$ cat config.mk
export PLATFORM = sky130hd
export DESIGN_NAME = uart_tx_scheduler
export DESIGN_NICKNAME = d
export VERILOG_FILES = /design/src/rtl/uart_tx_scheduler.sv
export SDC_FILE = /design/constraint.sdc
export NUM_CORES = 1
export LEC_CHECK = 0
export CAP_MARGIN = 15
export CORE_MARGIN = 4
export CORE_UTILIZATION = 48
export DETAILED_ROUTE_END_ITERATION = 10
export HOLD_SLACK_MARGIN = 0.1
export PLACE_DENSITY_LB_ADDON = 0.05
export SLEW_MARGIN = 40
export SYNTH_ARGS = -nofsm -noshare
export SYNTH_HDL_FRONTEND = slang
export SYNTH_SLANG_ARGS = --single-unit
$ cat constraint.sdc
create_clock -name clk -period 5.08 [get_ports clk]
set_input_delay 1.016 -clock clk [delete_from_list [all_inputs] [get_ports clk]]
set_output_delay 1.016 -clock clk [all_outputs]
set_load 0.01 [all_outputs]
$ cat src/rtl/uart_tx_scheduler.sv
`timescale 1ns/1ps
// -----------------------------------------------------------------------------
// uart_tx_scheduler
//
// Round-robin scheduler that shares one 8N1 UART transmitter among NUM_REQ
// byte requesters. The transmitter has no busy/ready feedback, so after each
// issue the scheduler blocks for a fixed frame time derived from the
// transmitter's bit-period divider. A byte is never handed over while the
// transmitter is still shifting out the previous one.
//
// Ports:
//   clk            system clock
//   rstn           synchronous reset, active-low
//   i_en           1 = new grants allowed; 0 = finish current frame, then park
//   i_req_valid    per-requester byte pending, held until its o_req_ready
//   i_req_data     byte for requester i on bits [8i+7:8i]
//   o_req_ready    one-cycle, one-hot accept pulse back to the winner
//   o_grant_id     index of the most recently granted requester
//   o_tdata        byte to the UART transmitter (holds until the next grant)
//   o_tdata_req    one-cycle start pulse to the UART transmitter
//   o_busy         high while a frame is in flight
//
// Timing: the grant edge loads the frame counter with FRAME-1 and enters
// WAIT. WAIT lasts FRAME cycles (including the tdata_req cycle), then at
// least one IDLE cycle follows, so back-to-back issues are FRAME+1 apart.
// -----------------------------------------------------------------------------
module uart_tx_scheduler #(
  parameter int NUM_REQ  = 4,    // 2..8 requesters
  parameter int BAUD_DIV = 108,  // bit period = BAUD_DIV+1 clk cycles
  parameter int GAP      = 1     // extra idle cycles after each frame
) (
  input  logic                       clk,
  input  logic                       rstn,
  input  logic                       i_en,
  input  logic [NUM_REQ-1:0]         i_req_valid,
  input  logic [8*NUM_REQ-1:0]       i_req_data,
  output logic [NUM_REQ-1:0]         o_req_ready,
  output logic [$clog2(NUM_REQ)-1:0] o_grant_id,
  output logic [7:0]                 o_tdata,
  output logic                       o_tdata_req,
  output logic                       o_busy
);

  // One start bit, eight data bits and one stop bit, plus the idle gap.
  localparam int FRAME = 10 * (BAUD_DIV + 1) + GAP;
  localparam int CNT_W = $clog2(FRAME);
  localparam int ID_W  = $clog2(NUM_REQ);

  localparam logic [CNT_W-1:0] CNT_LOAD = CNT_W'(FRAME - 1);
  localparam logic [ID_W-1:0]  ID_LAST  = ID_W'(NUM_REQ - 1);

  typedef enum logic {
    S_IDLE = 1'b0,
    S_WAIT = 1'b1
  } state_t;

  // Registered state and outputs
  state_t             r_state;
  logic [CNT_W-1:0]   r_cnt;
  logic [ID_W-1:0]    r_rr_ptr;
  logic [NUM_REQ-1:0] r_req_ready;
  logic [ID_W-1:0]    r_grant_id;
  logic [7:0]         r_tdata;
  logic               r_tdata_req;
  logic               r_busy;

  // Next-state values
  state_t             w_state_nxt;
  logic [CNT_W-1:0]   w_cnt_nxt;
  logic [ID_W-1:0]    w_rr_ptr_nxt;
  logic [NUM_REQ-1:0] w_req_ready_nxt;
  logic [ID_W-1:0]    w_grant_id_nxt;
  logic [7:0]         w_tdata_nxt;
  logic               w_tdata_req_nxt;
  logic               w_busy_nxt;

  // Arbitration result
  logic               w_found;
  logic [ID_W-1:0]    w_win;
  logic [ID_W-1:0]    w_win_inc;

  // Index base+off folded back into 0..NUM_REQ-1. The fold is done with a
  // compare/subtract so it is correct for non-power-of-2 NUM_REQ, where the
  // natural ID_W-bit overflow would land on an unused index.
  function automatic logic [ID_W-1:0] wrap_add(input logic [ID_W-1:0] base,
                                               input int off);
    int s;
    s = int'(base) + off;
    if (s >= NUM_REQ) s = s - NUM_REQ;
    return ID_W'(s);
  endfunction

  // ---------------------------------------------------------------------------
  // Round-robin search: first valid requester starting at r_rr_ptr.
  // ---------------------------------------------------------------------------
  always_comb begin
    // NOTE: every variable written in a combinational block gets a default
    // at the top; a path that leaves one unassigned would infer a latch.
    w_found = 1'b0;
    w_win   = '0;
    for (int k = 0; k < NUM_REQ; k++) begin
      if (!w_found && i_req_valid[wrap_add(r_rr_ptr, k)]) begin
        w_found = 1'b1;
        w_win   = wrap_add(r_rr_ptr, k);
      end
    end
  end

  // Pointer moves to the slot after the winner, wrapping explicitly.
  assign w_win_inc = (w_win == ID_LAST) ? '0 : w_win + ID_W'(1);

  // ---------------------------------------------------------------------------
  // Next-state / next-output logic
  // ---------------------------------------------------------------------------
  always_comb begin
    w_state_nxt     = r_state;
    w_cnt_nxt       = r_cnt;
    w_rr_ptr_nxt    = r_rr_ptr;
    w_grant_id_nxt  = r_grant_id;
    w_tdata_nxt     = r_tdata;
    w_busy_nxt      = r_busy;
    // Handshake pulses are single-cycle: they are only ever set on the
    // grant edge and fall back to zero everywhere else.
    w_tdata_req_nxt = 1'b0;
    w_req_ready_nxt = '0;

    case (r_state)
      S_IDLE: begin
        if (i_en && w_found) begin
          w_tdata_nxt            = i_req_data[{w_win, 3'b000} +: 8];
          w_tdata_req_nxt        = 1'b1;
          w_req_ready_nxt[w_win] = 1'b1;
          w_grant_id_nxt         = w_win;
          w_rr_ptr_nxt           = w_win_inc;
          w_cnt_nxt              = CNT_LOAD;
          w_busy_nxt             = 1'b1;
          w_state_nxt            = S_WAIT;
        end
      end

      S_WAIT: begin
        // Requests are ignored here; the frame always runs to completion,
        // even if i_en drops, because the transmitter cannot be aborted.
        if (r_cnt == '0) begin
          w_busy_nxt  = 1'b0;
          w_state_nxt = S_IDLE;
        end else begin
          w_cnt_nxt = r_cnt - CNT_W'(1);
        end
      end

      default: begin
        w_busy_nxt  = 1'b0;
        w_state_nxt = S_IDLE;
      end
    endcase
  end

  // ---------------------------------------------------------------------------
  // State and output registers
  // ---------------------------------------------------------------------------
  // NOTE: sequential state uses non-blocking assignments so every register
  // samples the pre-edge values, independent of statement order.
  always_ff @(posedge clk) begin
    // Reset is synchronous: it only takes effect on a clock edge. The UART
    // shares rstn, so both sides restart from an idle line together.
    if (!rstn) begin
      r_state     <= S_IDLE;
      r_cnt       <= '0;
      r_rr_ptr    <= '0;
      r_req_ready <= '0;
      r_grant_id  <= '0;
      r_tdata     <= 8'h00;
      r_tdata_req <= 1'b0;
      r_busy      <= 1'b0;
    end else begin
      r_state     <= w_state_nxt;
      r_cnt       <= w_cnt_nxt;
      r_rr_ptr    <= w_rr_ptr_nxt;
      r_req_ready <= w_req_ready_nxt;
      r_grant_id  <= w_grant_id_nxt;
      r_tdata     <= w_tdata_nxt;
      r_tdata_req <= w_tdata_req_nxt;
      r_busy      <= w_busy_nxt;
    end
  end

  assign o_req_ready = r_req_ready;
  assign o_grant_id  = r_grant_id;
  assign o_tdata     = r_tdata;
  assign o_tdata_req = r_tdata_req;
  assign o_busy      = r_busy;

endmodule
==> results of run 1 <==
synth_stat cells, types with 2 or more instances:
cell type / n / share of area, %
sky130_fd_sc_hd__a311oi_1: 3 / 1.6
sky130_fd_sc_hd__buf_6: 2 / 1.4
sky130_fd_sc_hd__o221ai_1: 8 / 4.4
sky130_fd_sc_hd__mux2i_1: 16 / 10
sky130_fd_sc_hd__nand2_1: 13 / 3.0
sky130_fd_sc_hd__o21ai_0: 4 / 1.2
sky130_fd_sc_hd__or3b_1: 2 / 1.1
sky130_fd_sc_hd__or2b_1: 2 / 0.94
sky130_fd_sc_hd__nor2_1: 17 / 4.0
sky130_fd_sc_hd__a21oi_2: 2 / 1.1
sky130_fd_sc_hd__dfxtp_1: 30 / 37
sky130_fd_sc_hd__inv_1: 7 / 1.6
sky130_fd_sc_hd__nor4_1: 2 / 0.78
sky130_fd_sc_hd__nand3_1: 10 / 3.1
sky130_fd_sc_hd__a21oi_1: 11 / 3.4
sky130_fd_sc_hd__or2_2: 2 / 0.78
sky130_fd_sc_hd__ha_1: 5 / 3.9
sky130_fd_sc_hd__o22ai_1: 2 / 0.78
sky130_fd_sc_hd__clkbuf_1: 3 / 0.70
sky130_fd_sc_hd__nand2b_1: 4 / 1.6
sky130_fd_sc_hd__and3_1: 4 / 1.6
sky130_fd_sc_hd__or3_1: 3 / 1.2
cell families (layout without fill, tap and decap cells):
kind of cell / after synthesis / count (layout) / synth area share [%]
AOI/OAI and AO/OA: 42 / 42 / 18.9
adders and majority gates: 5 / 5 / 3.90
buffers and inverters: 14 / 69 / 5.31
DFF: 30 / 30 / 37.5
muxes: 16 / 16 / 9.99
and+or+nand+nor: 70 / 70 / 24.4
worst max-delay path, stage by stage:
cell and delay [ns]:
sky130_fd_sc_hd__clkdlybuf4s50_1 0.52, sky130_fd_sc_hd__or2b_1 0.24, sky130_fd_sc_hd__a21o_1 0.18, sky130_fd_sc_hd__or3b_2 0.58, sky130_fd_sc_hd__inv_1 0.17, sky130_fd_sc_hd__ha_1 0.34, sky130_fd_sc_hd__nand2_1 0.06, sky130_fd_sc_hd__a21oi_1 0.05
through the flow:
step	cells	power (W)	hold slack, ns	util [%]	instance area (um^2)
finish	276	0.000662	0.463	70.3	2200
global route	276	0.000707	0.500	70.3	2200
CTS	276	0.000666	0.462	70.3	2200
detailed placement	268	0.000517	0.448	68.4	2140
global placement	268	0.000508	0.446	68.4	2140
floorplan	177	0.000438	0.444	-	1600
final timing paths:
path                  startpoint            end  slack [ns]  cells after the start
setup / recovery  i_req_valid[2]    r_rr_ptr[1]        2.09                      8
setup reg to reg     r_rr_ptr[0]    r_rr_ptr[1]        3.01                      7
hold reg to reg    o_grant_id[0]  o_grant_id[0]        0.46                      2
hold / removal     o_grant_id[0]  o_grant_id[0]        0.46                      2
flip-flops by register name (all words and copies together), names as in the netlist:
register,cells
r_cnt,11
o_tdata,8
o_req_ready,4
o_grant_id,2
r_rr_ptr,2
o_busy,1
o_tdata_req,1
r_state,1
routing by layer:
layer | track usage [%] | vias to the layer above | wire, um
met5 | 0 | - | 0
met4 | 6.99 | 0 | 63
met3 | 6.12 | 11 | 282
met2 | 33.4 | 60 | 2010
met1 | 24.3 | 728 | 1700
li1 | - | 759 | -
placed cells by master (no fill, tap or decap), drive strengths merged, types with 2 or more instances in the layout:
cell type	netlist	layout
nand3	11	11
a21oi	13	13
inv	7	7
dfxtp	30	30
o22ai	2	2
or2b	2	2
o21ai	6	6
a311oi	3	3
nand2b	4	4
mux2i	16	16
ha	5	5
nor4	2	2
clkbuf	3	7
or3	3	3
or2	3	3
nor2	18	18
or3b	2	2
clkdlybuf4s50	0	54
o221ai	8	8
and3	5	5
nand2	13	13
power by group through the flow:
| stage | clock network [W] | logic, W | registers [W] |
|---|---|---|---|
| final | 0.000148 | 0.000228 | 0.000285 |
| after global routing | 0.000165 | 0.000253 | 0.000289 |
| after CTS | 0.000152 | 0.000229 | 0.000284 |
| after detailed placement | 0 | 0.000227 | 0.000290 |
| after global placement | 0 | 0.000220 | 0.000288 |
| after floorplan | 0 | 0.000148 | 0.000290 |
layout make-up:
| cell class | instances | share of cell area [%] |
|---|---|---|
| Clock buffer | 7 | 2.50 |
| Clock inverter | 1 | 0.228 |
| Inverter | 7 | 1.19 |
| Multi-Input combinational cell | 133 | 41.7 |
| Sequential cell | 30 | 27.3 |
| Tap cell | 44 | 2.50 |
| Timing Repair Buffer | 54 | 24.6 |
==> results.rst, run 1 <==
.. list-table::
   :header-rows: 1

   * - Metric
     - Value
   * - Status
     - finished clean
   * - Number of buffers inserted by port buffering
     - 54
   * - Worst skew pair latency
     - 0.32 ns
   * - Placement-stage worst setup slack
     - 1.53 ns
   * - Antenna violations before repair
     - 0
   * - Power share of the sequential group
     - 43.0%
   * - Switching share of power
     - approximately a third
   * - Netlist area before placement
     - 1600 um^2
   * - Avg WL per Cell
     - 14.7 um
   * - Clock root buffer master
     - sky130_fd_sc_hd__clkbuf_4
   * - Share of flip-flops with an asynchronous set or reset
     - 0%
   * - Clock tree from TritonCTS
     - built
   * - Power per unit of standard cell area
     - 301 nW/um^2
   * - Overall track demand over capacity in global routing
     - 20.1%
   * - Final WL
     - 4.05 mm
   * - Tmin final
     - 2.99 ns
   * - Cts bufs inserted
     - 5
   * - Register clock-pin slew on the reported worst setup and hold paths
     - ~0.10 ns
   * - Area occupied by registers
     - approximately 600 um^2
   * - Mean number of vias per cell
     - 5.64
   * - Number of distinct library cells after synthesis
     - 47
   * - Total Die Area
     - ~4300 um^2
   * - Worst voltage drop across the vdd grid
     - 0.204 mV
   * - Yosys warning count
     - 0
   * - Width of the die
     - between 60 and 70 um
   * - Relative slew slack
     - 58.9%
   * - Transition at the pin with the smallest max-transition slack
     - 0.617 ns
   * - Final routed DRC violation total
     - 0
   * - Antenna-violating nets left
     - 0
   * - Maximum number of pins on one net before global-route repair
     - 20
   * - Height of the chip
     - around 66 um
   * - Crit Path Category
     - in -> reg
   * - Count of pins on the block boundary
     - 55
   * - Wire length of the first global-routing pass
     - 6.80 mm
   * - Hold bufs inserted after CTS
     - 0
   * - Portion of the post-synthesis area used by sequential elements
     - 37.5%
   * - Total count of hold-check failures in the final report
     - 0
   * - Final setup TNS
     - 0 ns
   * - Clock share of power
     - 22.4%
   * - Max clock buf depth
     - 2
   * - # clock sinks
     - 30
   * - Number of failing setup endpoints in the final timing report
     - 0
   * - Nets in the synthesized netlist
     - 221
   * - Core region area
     - 3130 um^2
   * - Required time at the worst-slack endpoint
     - 5.26 ns
   * - Number of inserted filler cells in the final layout
     - 261
   * - Max Clock Freq
     - 335 MHz
   * - GRT overflow
     - 0
   * - Antenna Diode Count
     - 0
   * - Post-synth EDFFs
     - 0
   * - Unrepaired setup endpoints after global routing
     - no
   * - Deepest level of the CTS H-tree
     - 2
   * - Switching Power
     - 0.000219 W
   * - Initial DRT Pass Iterations
     - 4
   * - Row count
     - 20
   * - Cell count after synthesis
     - 177
   * - DRC violation total after the first TritonRoute iteration
     - slightly above 80
   * - Worst hold-check path type
     - reg -> reg
   * - Fin crit share
     - ~59%
   * - Max-cap viol count
     - 0
   * - Worst path setup slack after routing
     - 2.09 ns
   * - Critical path data arrival time
     - 3.17 ns
   * - Post-cts sizing count
     - 0
   * - Ys flop type
     - sky130_fd_sc_hd__dfxtp_1
   * - Number of storage elements in the synthesis netlist
     - 30
   * - Combinational cell fraction of total power
     - 34.5%
   * - Layout Skew
     - 0.0125 ns
   * - Largest fanout of any net on the critical path
     - 19
   * - Static leakage power
     - 0.909 nW
   * - Fraction of final layout cells with drive strength greater than 1
     - 7.76%
   * - Syn Area/Cell
     - between 9 and 10 um^2
   * - Area growth from synthesis to layout
     - 37.2%
   * - Via count of the routed design
     - 1558
   * - Internal Pwr Total
     - between 0.0004 and 0.0005 W
   * - Routability cong.
     - roughly 0.87
   * - Initial standard-cell utilization of the core
     - 51.2%
   * - Multi-input logic area
     - 917 um^2
   * - Post-CTS setup-driven buffer insertion count
     - 0
   * - Post-DP HPWL
     - 3.07 mm
   * - Vias in the first global route
     - 1564
   * - Final number of max-transition violations
     - 0
   * - Element type at the critical path start
     - input pin
   * - Nets
     - 275
   * - Setup crit end kind
     - flip-flop
No activity file was read; power rests on OpenSTA's default activity.
==> run 2: changes to the inputs <==
--- a/config.mk
+++ b/config.mk
@@ -7,7 +7,7 @@
 export LEC_CHECK = 0
 export CAP_MARGIN = 15
 export CORE_MARGIN = 4
-export CORE_UTILIZATION = 48
+export CORE_UTILIZATION = 45
 export DETAILED_ROUTE_END_ITERATION = 10
 export HOLD_SLACK_MARGIN = 0.1
 export PLACE_DENSITY_LB_ADDON = 0.05
==> constraint.sdc (replaced) <==
create_clock -name clk -period 2.9 [get_ports clk]
set_input_delay 0.58 -clock clk [delete_from_list [all_inputs] [get_ports clk]]
set_output_delay 0.58 -clock clk [all_outputs]
set_load 0.01 [all_outputs]
==> results.rst, run 2 (synthesis gave the netlist of run 1 again) <==
.. list-table::
   :header-rows: 1

   * - Metric
     - Value
   * - Status
     - finished clean
   * - Setup crit end kind
     - flip-flop
   * - Count of pins on the block boundary
     - 55 (unchanged)
   * - Final WL
     - 3.98 mm (-1.6%)
   * - Crit Path Category
     - in -> reg
   * - Initial DRT Pass Iterations
     - 6 (+2)
   * - Register with the most flip-flops
     - r_cnt
   * - Via count of the routed design
     - 1551 (-0.45%)
   * - Initial standard-cell utilization of the core
     - 47.3% (-4.0 points)
   * - Chain of cells forming the critical path
     - clkdlybuf4s50_1, or4_4, nand3_2, nor2_1, nand2_1, o221ai_1
   * - Nets
     - 278 (+1.1%)
   * - Total Die Area
     - 4580 um^2 (+5.8%)
   * - Height of the chip
     - 67.7 um (+2.9%)
   * - Relative slew slack
     - 65.0% (+6.1 points)
   * - Avg WL per Cell
     - 14.2 um (-3.4%)
   * - Cts bufs inserted
     - 5 (unchanged)
   * - Most common cell after layout, fill and taps aside
     - sky130_fd_sc_hd__clkdlybuf4s50_1
   * - Post-CTS setup-driven buffer insertion count
     - 0 (unchanged)
   * - Routability cong.
     - 0.909 (+4.8%)
   * - Number of failing setup endpoints in the final timing report
     - 0 (unchanged)
   * - Critical path data arrival time
     - 2.39 ns (-0.78 ns)
   * - Fin crit share
     - around 76%
   * - Hold bufs inserted after CTS
     - 0 (unchanged)
   * - Core region area
     - 3390 um^2 (+8.4%)
   * - GRT overflow
     - 0 (unchanged)
   * - Vias in the first global route
     - 1449 (-7.4%)
   * - Maximum number of pins on one net before global-route repair
     - 20 (unchanged)
   * - Wire length of the first global-routing pass
     - 6.44 mm (-5.3%)
   * - Antenna violations before repair
     - 0 (unchanged)
   * - Worst skew pair latency
     - 0.32 ns (about the same)
   * - Unrepaired setup endpoints after global routing
     - no
   * - Width of the die
     - 67.7 um (+2.9%)
   * - Number of buffer and inverter stages on the critical path
     - 1 (-1)
   * - Power per unit of standard cell area
     - 546 nW/um^2 (+82%)
   * - Area growth from synthesis to layout
     - 40.7%
   * - Mean number of vias per cell
     - 5.52 (-2.2%)
   * - Final setup TNS
     - 0 ns (unchanged)
   * - Antenna-violating nets left
     - 0 (unchanged)
   * - Total count of hold-check failures in the final report
     - 0 (unchanged)
   * - # clock sinks
     - 30 (unchanged)
   * - Post-layout util
     - 66.5% (-3.8 points)
   * - Post-route worst hold slack
     - 0.466 ns (+0.00233 ns)
   * - Largest stage delay on the critical path
     - 0.57 ns (about the same)
   * - Worst path setup slack after routing
     - 0.708 ns (-1.38 ns)
   * - Clock tree from TritonCTS
     - built
   * - Row count
     - 21 (+5.0%)
   * - Static leakage power
     - 0.939 nW (+3.3%)
   * - Post-DP HPWL
     - 3.11 mm (+1.4%)
   * - Final Total Pwr
     - 0.00123 W (+86%)
   * - Number of flip-flops in the largest register
     - 11 (unchanged)
   * - Tmin final
     - 2.19 ns
   * - Placement-stage worst setup slack
     - 0.389 ns (-1.14 ns)
   * - Largest fanout of any net on the critical path
     - 8 (-11)
   * - Layout Skew
     - 0.00410 ns (-0.00837 ns)
   * - Worst hold-check path type
     - reg -> reg
   * - Max-cap viol count
     - 0 (unchanged)
   * - Fraction of final layout cells with drive strength greater than 1
     - 8.94% (+1.2 points)
   * - Max Clock Freq
     - 456 MHz
   * - Final number of max-transition violations
     - 0 (unchanged)
   * - Antenna Diode Count
     - 0 (unchanged)
   * - Max clock buf depth
     - 2 (unchanged)
   * - Largest delay share family, worst path
     - simple AND/OR/NAND/NOR gates
   * - Overall track demand over capacity in global routing
     - 18.6% (-1.5 points)
   * - Number of buffers inserted by port buffering
     - 54 (unchanged)
   * - Required time at the worst-slack endpoint
     - 3.09 ns (-2.17 ns)
   * - Transition at the pin with the smallest max-transition slack
     - 0.525 ns (-0.0918 ns)
   * - Worst voltage drop across the vdd grid
     - 0.320 mV (+57%)
   * - Final routed DRC violation total
     - 0 (unchanged)
   * - Register clock-pin slew on the reported worst setup and hold paths
     - 0.10 ns (about the same)
   * - DRC violation total after the first TritonRoute iteration
     - 122 (+51%)
   * - Post-cts sizing count
     - 0 (unchanged)
   * - Commonest non-fill, non-tap cells in the layout
     - 54 x sky130_fd_sc_hd__clkdlybuf4s50_1, 30 x sky130_fd_sc_hd__dfxtp_1, 17 x sky130_fd_sc_hd__nor2_1, 16 x sky130_fd_sc_hd__mux2i_1, 13 x sky130_fd_sc_hd__nand2_1
   * - Element type at the critical path start
     - input pin
   * - Slowest library cell on the worst path
     - sky130_fd_sc_hd__or4_4
   * - Deepest level of the CTS H-tree
     - 2 (unchanged)
   * - Clock root buffer master
     - sky130_fd_sc_hd__clkbuf_4
-- run 2: stage by stage --
stage          cell area, um^2  cells
3_3_place_gp              2180    273
5_1_grt                   2250    281
4_1_cts                   2250    281
3_5_place_dp              2180    273
6_report                  2250    281
2_1_floorplan             1600    177
-- run 2: routing by layer --
layer  share of wire, %  global-route usage (%)  vias to the layer above  wire length (um)
li1                   -                       -                      767                 -
met1                 42                    22.8                      728              1670
met2                 50                    31.6                       54              2000
met3                7.3                    4.99                        2               291
met4               0.45                    5.32                        0                18
met5                  0                       0                        -                 0
-- run 2: worst min-delay path, delay by kind of cell, from the launching register on --
kind,cells,cell delay (ns)
compound gates,1,0.05
simple gates,1,0.05
flops,1,0.32
-- run 2: layout make-up --
type	count	area [um^2]
fillers	290	1130
multi-input cells	133	917
flip-flops and latches	30	601
repair buffers	57	576
well taps	46	57.6
clock inverters	3	40.0
clock buffers	5	37.5
inverters	7	26.3
-- run 2: path summary, 6_finish.rpt --
path,startpoint,endpoint,slack [ns],depth (start not counted)
max,i_req_valid[3],o_tdata[0],0.71,6
min,o_grant_id[0],o_grant_id[0],0.47,2
max reg2reg,r_cnt[0],r_cnt[2],1.04,6
min reg2reg,o_grant_id[0],o_grant_id[0],0.47,2
-- run 2: report_power, final --
part           total (W)  internal [W]  switching, W
combinational   0.000410      0.000208      0.000203
clock           0.000323      0.000178      0.000145
sequential      0.000498      0.000458     0.0000395
==> run 3: changes to the inputs <==
--- a/config.mk
+++ b/config.mk
@@ -7,7 +7,7 @@
 export LEC_CHECK = 0
 export CAP_MARGIN = 15
 export CORE_MARGIN = 4
-export CORE_UTILIZATION = 45
+export CORE_UTILIZATION = 41
 export DETAILED_ROUTE_END_ITERATION = 10
 export HOLD_SLACK_MARGIN = 0.1
 export PLACE_DENSITY_LB_ADDON = 0.05
==> constraint.sdc (replaced) <==
create_clock -name clk -period 2 [get_ports clk]
set_input_delay 0.4 -clock clk [delete_from_list [all_inputs] [get_ports clk]]
set_output_delay 0.4 -clock clk [all_outputs]
set_load 0.01 [all_outputs]
==> results.rst, run 3 (synthesis gave the netlist of run 1 again) <==
.. list-table::
   :header-rows: 1

   * - Metric
     - Value
   * - Status
     - finished clean
   * - Power per unit of standard cell area
     - 764 nW/um^2 (+40%)
   * - Cts bufs inserted
     - 5 (unchanged)
   * - Fraction of final layout cells with drive strength greater than 1
     - 15.4% (+6.5 points)
   * - Cell area after placement
     - 2260 um^2 (+3.9%)
   * - Setup crit end kind
     - flip-flop
   * - Max clock buf depth
     - 2 (unchanged)
   * - Hold Crit Endpoint
     - o_grant_id[0]
   * - Register with the most flip-flops
     - r_cnt
   * - Mean number of vias per cell
     - 5.36 (-2.8%)
   * - Highest routed layer
     - met4
   * - Total Die Area
     - 4970 um^2 (+8.6%)
   * - Start point of the worst hold path
     - o_grant_id[0]
   * - Unrepaired setup endpoints after global routing
     - yes
   * - Fin crit share
     - 97.1%
   * - Clock tree from TritonCTS
     - built
   * - Worst skew pair latency
     - 0.27 ns (-0.05 ns)
   * - Critical register-to-register path endpoint
     - r_cnt[6]
   * - Final routed DRC violation total
     - 0 (unchanged)
   * - Width of the die
     - 70.5 um (+4.2%)
   * - Met3 routed WL
     - 189 um (-35%)
   * - Count of pins on the block boundary
     - 55 (unchanged)
   * - Post-route worst hold slack
     - 0.457 ns (-0.00859 ns)
   * - Worst hold-check path type
     - reg -> reg
   * - Critical path data arrival time
     - 2.11 ns (-0.28 ns)
   * - Total met2 wirelength after detailed routing
     - 2.17 mm (+8.3%)
   * - Combinational cell fraction of total power
     - 36.3% (+3.0 points)
   * - Largest fanout of any net on the critical path
     - 9 (+1)
   * - Final WL
     - 4.28 mm (+7.4%)
   * - Antenna-violating nets left
     - 0 (unchanged)
   * - Number of inserted filler cells in the final layout
     - 342 (+18%)
   * - Internal Pwr Total
     - 0.00126 W (+49%)
   * - Area growth from synthesis to layout
     - 48.9%
   * - Height of the chip
     - 70.5 um (+4.2%)
   * - Switching share of power
     - 31.1% (-0.27 points)
   * - Number of buffers inserted by port buffering
     - 54 (unchanged)
   * - Deepest level of the CTS H-tree
     - 2 (unchanged)
   * - Clock share of power
     - 24.2% (-2.0 points)
   * - Total count of hold-check failures in the final report
     - 0 (unchanged)
   * - Final number of max-transition violations
     - 0 (unchanged)
   * - Maximum number of pins on one net before global-route repair
     - 19 (-5.0%)
   * - Worst hold path cell count
     - 2 (unchanged)
   * - Initial standard-cell utilization of the core
     - 43.1% (-4.2 points)
   * - Hold bufs inserted after CTS
     - 0 (unchanged)
   * - Power share of the sequential group
     - 39.6% (-0.8 points)
   * - Initial DRT Pass Iterations
     - 4 (-2)
   * - Element type at the critical path start
     - input pin
   * - Number of flip-flops in the largest register
     - 11 (unchanged)
   * - Final Total Pwr
     - 0.00182 W (+48%)
   * - DRC violation total after the first TritonRoute iteration
     - 76 (-38%)
   * - Required time at the worst-slack endpoint
     - 2.17 ns (-0.92 ns)
   * - Commonest non-fill, non-tap cells in the layout
     - 53 x sky130_fd_sc_hd__clkdlybuf4s50_1, 30 x sky130_fd_sc_hd__dfxtp_1, 16 x sky130_fd_sc_hd__nor2_1, 15 x sky130_fd_sc_hd__mux2i_1, 13 x sky130_fd_sc_hd__buf_4
   * - Worst reg2reg setup slack
     - 0.16 ns (-0.88 ns)
   * - Static leakage power
     - 1.01 nW (+7.1%)
   * - Nets
     - 290 (+4.3%)
   * - Depth of the worst register-to-register path
     - 7 (+1)
   * - Crit Path Category
     - in -> reg
   * - Placement-stage worst setup slack
     - -0.273 ns (-0.661 ns)
   * - Vias in the first global route
     - 1585 (+9.4%)
   * - # clock sinks
     - 30 (unchanged)
   * - Wire length of the first global-routing pass
     - 7.10 mm (+10%)
   * - Via count of the routed design
     - 1577 (+1.7%)
   * - Antenna Diode Count
     - 0 (unchanged)
   * - Final setup TNS
     - 0 ns (unchanged)
   * - Row count
     - 22 (+4.8%)
   * - Routed length on met1
     - 1.87 mm (+12%)
   * - Worst path setup slack after routing
     - 0.0589 ns (-0.649 ns)
   * - Overall track demand over capacity in global routing
     - 17.5% (-1.1 points)
   * - Max Clock Freq
     - 515 MHz
   * - GRT overflow
     - 0 (unchanged)
   * - Register clock-pin slew on the reported worst setup and hold paths
     - 0.06 ns (-0.04 ns)
   * - Transition at the pin with the smallest max-transition slack
     - 0.493 ns (-0.0318 ns)
   * - Post-route cell area
     - 2390 um^2 (+5.8%)
   * - Layout Skew
     - 0.00107 ns (-0.00303 ns)
   * - Post-DP HPWL
     - 3.28 mm (+5.4%)
   * - Routability cong.
     - 0.838 (-7.7%)
   * - Avg WL per Cell
     - 14.6 um (+2.6%)
   * - Max-cap viol count
     - 0 (unchanged)
   * - Number of failing setup endpoints in the final timing report
     - 0 (unchanged)
   * - Switching Power
     - 0.000567 W (+47%)
   * - Core region area
     - 3720 um^2 (+9.6%)
   * - Antenna violations before repair
     - 0 (unchanged)
   * - Tmin final
     - 1.94 ns
   * - Relative slew slack
     - 66.8% (+1.8 points)
   * - R2R Path Start
     - r_cnt[0]
   * - Clock root buffer master
     - sky130_fd_sc_hd__clkbuf_8
   * - Worst voltage drop across the vdd grid
     - 0.462 mV (+44%)
   * - Most common cell after layout, fill and taps aside
     - sky130_fd_sc_hd__clkdlybuf4s50_1
==> run 3: cell types whose count changed in the layout (fill, tap and decap cells not counted), sizes merged <==
cell	change
clkinv	-2
clkdlybuf4s50	-1
clkbuf	+3
dlymetal6s2s	+1
buf	+11
bufinv	-1
==> run 3: metal layers <==
metal	track usage (%)	vias up
li1	-	788
met1	20.1	754
met2	30.9	29
met3	5.90	6
met4	4.47	0
met5	0	-
==> run 3: final cells by class <==
type / count / area, um^2 / area share (%)
multi-input combinational: 133 / 937 / 39.3
timing repair buffer: 69 / 686 / 28.7
sequential: 30 / 601 / 25.2
clock buffer: 7 / 76.3 / 3.20
tap: 48 / 60.1 / 2.52
inverter: 7 / 26.3 / 1.10
==> run 3: worst max-delay path by stage <==
stage                              start              to  slack, ns  depth (start not counted)
after floorplan           i_req_valid[2]     r_rr_ptr[1]       0.20                          9
after detailed placement  i_req_valid[2]      o_tdata[5]      -0.27                          7
after global placement    i_req_valid[2]      o_tdata[0]      -0.25                          7
after CTS                 i_req_valid[2]      o_tdata[5]       0.02                          7
final                     i_req_valid[0]  o_req_ready[2]       0.06                          7
after global routing      i_req_valid[2]      o_tdata[6]      0.002                          7
==> run 3: power groups by stage <==
stage	Combinational (W)	Clock, W	Sequential, W
2_1_floorplan	0.000375	0	0.000737
3_3_place_gp	0.000613	0	0.000729
3_5_place_dp	0.000629	0	0.000732
4_1_cts	0.000631	0.000461	0.000720
5_1_grt	0.000727	0.000495	0.000731
6_report	0.000661	0.000441	0.000721
==> run 3: worst max-delay path, stage by stage <==
cell and delay (ns):
sky130_fd_sc_hd__clkdlybuf4s50_1 0.48, sky130_fd_sc_hd__nand2b_1 0.14, sky130_fd_sc_hd__a21o_1 0.13, sky130_fd_sc_hd__or3b_4 0.42, sky130_fd_sc_hd__clkbuf_16 0.19, sky130_fd_sc_hd__ha_1 0.19
sky130_fd_sc_hd__and3_1 0.15
==> run 3: what timing repair did <==
action                                  CTS  global route
setup buffers                             0             0
endpoints found under the setup margin    0            13
gates resized for setup                   0             9
==> run 3: metrics by stage <==
step / utilization [%] / cells
2_1_floorplan: - / 177
3_3_place_gp: 60.9 / 286
3_5_place_dp: 60.9 / 286
4_1_cts: 62.9 / 293
5_1_grt: 64.2 / 294
6_report: 64.2 / 294
